==> src/rtl/sdram_pool2x2_stage.sv <==
`default_nettype none
// ============================================================================
// Module   : sdram_pool2x2_stage
// Purpose  : Streaming 2x2 pooling (max or floor-average) of an 8-bit greyscale
//            frame packed two pixels per 16-bit word. Even rows are parked in a
//            one-line buffer. Each odd-row word is pooled against the buffered
//            word above it. Two pooled pixels are packed into one output word.
// Ports    : clk, reset_n     - clock, synchronous active-low reset
//            start            - begin a frame (accepted only when idle)
//            in_valid/in_ready/in_data   - input stream, [15:8] = left pixel
//            out_valid/out_ready/out_data - output stream, [15:8] = left pixel
//            busy             - any state except IDLE
//            frame_done       - one-cycle pulse after the last word is accepted
// Revision : 1.0 - initial release
// ============================================================================
module sdram_pool2x2_stage #(
  parameter int IMG_WIDTH  = 512,
  parameter int IMG_HEIGHT = 512,
  parameter int POOL_MAX   = 1
) (
  input  logic        clk,
  input  logic        reset_n,
  input  logic        start,
  input  logic        in_valid,
  input  logic [15:0] in_data,
  output logic        in_ready,
  output logic        out_valid,
  output logic [15:0] out_data,
  input  logic        out_ready,
  output logic        busy,
  output logic        frame_done
);

  localparam int c_words = IMG_WIDTH / 2;
  localparam int c_col_w = (c_words > 1) ? $clog2(c_words) : 1;
  localparam int c_row_w = (IMG_HEIGHT > 1) ? $clog2(IMG_HEIGHT) : 1;
  localparam logic [c_col_w-1:0] c_last_col = c_col_w'(c_words - 1);
  localparam logic [c_row_w-1:0] c_last_row = c_row_w'(IMG_HEIGHT - 1);

  typedef enum logic [2:0] {
    ST_IDLE     = 3'd0,
    ST_EVEN_ROW = 3'd1,
    ST_ODD_ROW  = 3'd2,
    ST_DRAIN    = 3'd3,
    ST_DONE     = 3'd4
  } state_t;

  state_t               r_state;
  state_t               w_state_nxt;
  logic [15:0]          r_lbuf [c_words];
  logic [c_col_w-1:0]   r_col;
  logic [c_row_w-1:0]   r_row;
  logic [7:0]           r_pending;
  logic                 r_out_valid;
  logic [15:0]          r_out_data;

  logic                 w_in_xfer;
  logic                 w_out_xfer;
  logic                 w_last_col;
  logic                 w_load;
  logic [15:0]          w_above;
  logic [7:0]           w_pool;

  function automatic logic [7:0] pool4(input logic [7:0] a, input logic [7:0] b,
                                       input logic [7:0] c, input logic [7:0] d);
    logic [7:0] m;
    logic [9:0] s;
    m = a;
    if (b > m) m = b;
    if (c > m) m = c;
    if (d > m) m = d;
    s = {2'b00, a} + {2'b00, b} + {2'b00, c} + {2'b00, d};
    if (POOL_MAX != 0) return m;
    else               return 8'(s >> 2);
  endfunction

  // Odd rows throttle on the output register so a completed word is never
  // overwritten before it is accepted.
  assign in_ready   = (r_state == ST_EVEN_ROW) ||
                      ((r_state == ST_ODD_ROW) && (!r_out_valid || out_ready));
  assign w_in_xfer  = in_valid && in_ready;
  assign w_out_xfer = r_out_valid && out_ready;
  assign w_last_col = (r_col == c_last_col);
  assign w_above    = r_lbuf[r_col];
  assign w_pool     = pool4(w_above[15:8], w_above[7:0], in_data[15:8], in_data[7:0]);
  // Odd columns complete an output word (left pixel came from the even column).
  assign w_load     = w_in_xfer && (r_state == ST_ODD_ROW) && r_col[0];

  assign out_valid  = r_out_valid;
  assign out_data   = r_out_data;
  assign busy       = (r_state != ST_IDLE);
  assign frame_done = (r_state == ST_DONE);

  always_comb begin
    w_state_nxt = r_state;
    case (r_state)
      ST_IDLE:     if (start) w_state_nxt = ST_EVEN_ROW;
      ST_EVEN_ROW: if (w_in_xfer && w_last_col) w_state_nxt = ST_ODD_ROW;
      ST_ODD_ROW:  if (w_in_xfer && w_last_col)
                     w_state_nxt = (r_row == c_last_row) ? ST_DRAIN : ST_EVEN_ROW;
      ST_DRAIN:    if (w_out_xfer) w_state_nxt = ST_DONE;
      ST_DONE:     w_state_nxt = ST_IDLE;
      default:     w_state_nxt = ST_IDLE;
    endcase
  end

  always_ff @(posedge clk) begin
    if (!reset_n) begin
      r_state     <= ST_IDLE;
      r_col       <= '0;
      r_row       <= '0;
      r_pending   <= '0;
      r_out_valid <= 1'b0;
      r_out_data  <= '0;
    end else begin
      r_state <= w_state_nxt;

      if ((r_state == ST_IDLE) && start) begin
        r_col <= '0;
        r_row <= '0;
      end else if (w_in_xfer) begin
        if (w_last_col) begin
          r_col <= '0;
          r_row <= r_row + 1'b1;
        end else begin
          r_col <= r_col + 1'b1;
        end
      end

      if (w_in_xfer && (r_state == ST_ODD_ROW) && !r_col[0])
        r_pending <= w_pool;

      // A new load takes priority over retiring the current word.
      if (w_load) begin
        r_out_data  <= {r_pending, w_pool};
        r_out_valid <= 1'b1;
      end else if (w_out_xfer) begin
        r_out_valid <= 1'b0;
      end
    end
  end

  // Line buffer holds data only; it needs no reset.
  always_ff @(posedge clk) begin
    if (w_in_xfer && (r_state == ST_EVEN_ROW))
      r_lbuf[r_col] <= in_data;
  end

endmodule
`default_nettype wire

==> config.mk <==
export PLATFORM = sky130hd
export DESIGN_NAME = sdram_pool2x2_stage
export DESIGN_NICKNAME = d
export VERILOG_FILES = /design/src/rtl/sdram_pool2x2_stage.sv
export SDC_FILE = /design/constraint.sdc
export NUM_CORES = 2
export LEC_CHECK = 0
export CAP_MARGIN = 20
export CORE_AREA = 2 2 518 572
export DETAILED_ROUTE_END_ITERATION = 16
export DIE_AREA = 0 0 520 574
export PLACE_DENSITY_LB_ADDON = 0.1
export SYNTH_ARGS = -nofsm -noshare
export SYNTH_HDL_FRONTEND = slang
export SYNTH_SLANG_ARGS = --single-unit
==> constraint.sdc <==
create_clock -name clk -period 23.6 [get_ports clk]
set_input_delay 3.54 -clock clk [delete_from_list [all_inputs] [get_ports clk]]
set_output_delay 3.54 -clock clk [all_outputs]
set_load 0.01 [all_outputs]
==> flow_summary.json <==
{
  "cts_setup_buffers": 0,
  "clkLatencyLatePin_ns": 0.96,
  "die-area_um2": 298500,
  "switching_share_pct": 20.11,
  "grt-ovfl-total": 0,
  "synth_area_um2": 160200,
  "syn-num-nets": 6938,
  "ios": 41,
  "status": "finished with violations",
  "highest_layer": "met4",
  "holdWs_ns": 0.4735,
  "path_max_fanout": 108,
  "viasPerCell": 6.554,
  "rsz0062_at_grt": "false",
  "skew_ns": 0.04736,
  "ys_seq_area_share_pct": 77.45,
  "synth_top_area_share_pct": 76.78,
  "worstHoldStart": "out_data[14]",
  "drt-pass1-iter-count": 14,
  "nets": 7420,
  "htreeDepth": 5,
  "fin_crit_ns": 12.55,
  "wl_per_cell_um": 35.96,
  "cpMostUsedCell": "o21ai_0",
  "ys_seq_elements": 4149,
  "cts.clk_slew.worst_paths_ns": 0.07,
  "hold_viol_final": 0,
  "violations": "design-rule violations",
  "power.switching_w": 0.002983,
  "rows": 209,
  "power.internal_w": 0.01185,
  "drive_above_1_share_pct": 29.16,
  "grt_start_max_net_pins": 208,
  "cts_resized": 0,
  "cap_violations": 0,
  "r2r_cells": 35,
  "cts_root_buffer": "clkbuf_16",
  "relSlewSlack_pct": 16.88,
  "powerDensity_nw_per_um2": 82.50,
  "r2r_slack_ns": 11.05,
  "async_flop_share_pct": 0,
  "core_area_um2": 293100,
  "grt_pass1_wl_um": 587500,
  "ant_nets": 0,
  "grt_pass1_vias": 76555,
  "cts_sinks": 4149,
  "place.gp.congestion": 0.9022,
  "clkPwrFrac_pct": 42.8,
  "end_kind": "flip-flop",
  "seq_power_share_pct": 54.6,
  "p_comb_share_pct": 2.6,
  "antenna_found_initial": 16,
  "cts_buffers": 408,
  "hold_end": "out_data[14]",
  "cts_hold_buffers": 0,
  "synth-edff-count": 4096,
  "slew_violations": 0,
  "ys_warn_count": 0,
  "ys.flop_type": "edfxtp_1",
  "hold_depth": 2,
  "tns_ns": 0,
  "setup_ws_ns": 11.05,
  "vias": 76063,
  "path_class": "flip-flop to flip-flop",
  "met3_length_um": 32530,
  "cts_tree": "done",
  "timing.final.crit_share_pct": 53.17,
  "crit_path_top_delay_cell": "dfxtp_4",
  "wl_met2_um": 203500,
  "drc": 2,
  "wirelength_um": 417300,
  "hold_path_class": "flip-flop to flip-flop",
  "arrival_ns": 13.40,
  "met1_length_um": 167800,
  "post-place-ws_ns": 11.23,
  "leakagePower_nw": 54.12,
  "dp_hpwl_um": 243800,
  "port_buffers": 40,
  "finalSetupViolations": 0,
  "max_freq_mhz": 79.69,
  "vdd_drop_max_mv": 0.07202,
  "synth_area_leaders": "edfxtp_1 (77%), mux4_2 (16%), mux2i_1 (1.0%)",
  "crit_required_ns": 24.45,
  "synth.distinct_cells": 70,
  "syn_inst": 6888,
  "grt.total_usage_pct": 27.98,
  "yosys.area.top_type": "edfxtp_1",
  "area_growth_pct": 12.21,
  "start_util_pct": 54.65,
  "drt_iter0_drc": 9974,
  "start_kind": "flip-flop",
  "worstMarginPinSlew_ns": 1.234,
  "fill_cells": 20106,
  "die_h_um": 574,
  "die_w_um": 520,
  "syn_avg_cell_area_um2": 23.26,
  "clock_path_buffers": 4,
  "cpPeakStageDelay_ns": 0.99,
  "reg2reg_to": "r_pending[2]"
}
==> cell type report <==
type	instances	area, um^2	area share, %
Sequential cell	4149	124100	69.03
Multi-Input combinational cell	2336	34030	18.93
Clock buffer	498	10840	6.033
Tap cell	3903	4883	2.717
Timing Repair Buffer	450	3725	2.072
Clock inverter	240	2082	1.158
Inverter	25	93.84	0.05221
Antenna cell	4	10.01	0.005569
==> power by group through the flow <==
stage	Clock, W	Combinational (W)	Sequential (W)
final	0.00635	0.000386	0.00810
after global routing	0.00672	0.000412	0.00809
after CTS	0.00644	0.000388	0.00810
after detailed placement	0	0.000388	0.00825
after global placement	0	0.000379	0.00825
after floorplan	0	0.000193	0.00825
==> worst max path at each step <==
stage,endpoint,slack (ns),start,cells after the start
6_report,r_pending[2],11.05,flip-flop,35
3_3_place_gp,r_pending[0],10.88,flip-flop,36
3_5_place_dp,r_pending[2],11.23,flip-flop,35
2_1_floorplan,r_pending[6],16.01,flip-flop,42
4_1_cts,r_pending[2],11.20,flip-flop,35
5_1_grt,r_pending[2],10.39,flip-flop,35
==> layer usage <==
metal | track usage, % | up-vias
li1 | - | 30415
met4 | 8.269 | 0
met3 | 4.542 | 598
met5 | 0 | -
met1 | 40.51 | 41600
met2 | 44.65 | 3450
==> placed cells by master (no fill, tap or decap), types with 18 or more instances in the layout <==
cell type / n
nor2_2: 36
o22ai_1: 78
clkbuf_1: 75
clkinv_2: 73
ha_1: 29
o21ai_0: 38
mux4_2: 1169
inv_1: 24
nand4_1: 25
bufinv_16: 34
buf_4: 390
dfxtp_1: 47
clkdlybuf4s50_1: 24
nor2_1: 265
nand3_1: 45
a211oi_1: 18
nor2b_1: 35
nand2_1: 103
clkbuf_16: 421
edfxtp_1: 4096
a22oi_1: 49
clkinv_1: 103
clkbuf_8: 18
a21o_1: 19
a21oi_1: 41
mux2i_1: 164
nor3_1: 33
==> sequential cells by signal, indices dropped and copies added, names as in the netlist, named ones only <==
register	cells
r_row	9
out_valid	1
out_data	16
r_pending	8
r_lbuf	4096
r_state	3
r_col	8
==> cells by family after synthesis <==
group | after synthesis | share of synthesized area (%)
adder cells (fa/ha/maj) | 29 | 0.2265
XOR/XNOR | 12 | 0.06561
flip-flops | 4149 | 77.45
AO/OA/AOI/OAI | 312 | 1.312
AND/OR/NAND/NOR | 628 | 1.777
buffers and inverters | 403 | 1.418
multiplexers | 1355 | 17.76
==> worst max-delay path: cells and delay by family, from the launching register on <==
family	cells	cell delay, ns
buffers and inverters	5	2.51
muxes	3	1.48
DFF	1	0.99
AOI/OAI and AO/OA	17	4.10
and+or+nand+nor	7	1.77
adders and majority gates	3	0.89
==> stage by stage <==
stage / total power, W / instances / util, % / instance area (um^2)
6_report: 0.01483 / 11605 / 61.32 / 179700
5_1_grt: 0.01522 / 11602 / 61.31 / 179700
4_1_cts: 0.01492 / 11593 / 61.29 / 179700
3_5_place_dp: 0.008640 / 10855 / 56.88 / 166700
3_3_place_gp: 0.008631 / 10849 / 56.86 / 166700
2_1_floorplan: 0.008444 / 6888 / - / 160200
==> synth_stat cells (all sizes together) (6+ instances only) <==
library cell,instances
and2,7
nand2b,10
nand3b,9
o22ai,78
mux2i,170
a31oi,7
a211oi,18
and3,8
nor3,37
edfxtp,4096
buf,286
ha,29
inv,24
nor2b,37
a22oi,49
clkbuf,92
dfxtp,53
a21oi,43
a21o,19
o211a,6
mux4,1183
nor2,302
o21ai,41
nand3,49
a21boi,13
xor2,8
nand2,116
nand4,25
o221ai,15
Note: power is estimated with default switching activity, not from simulation.
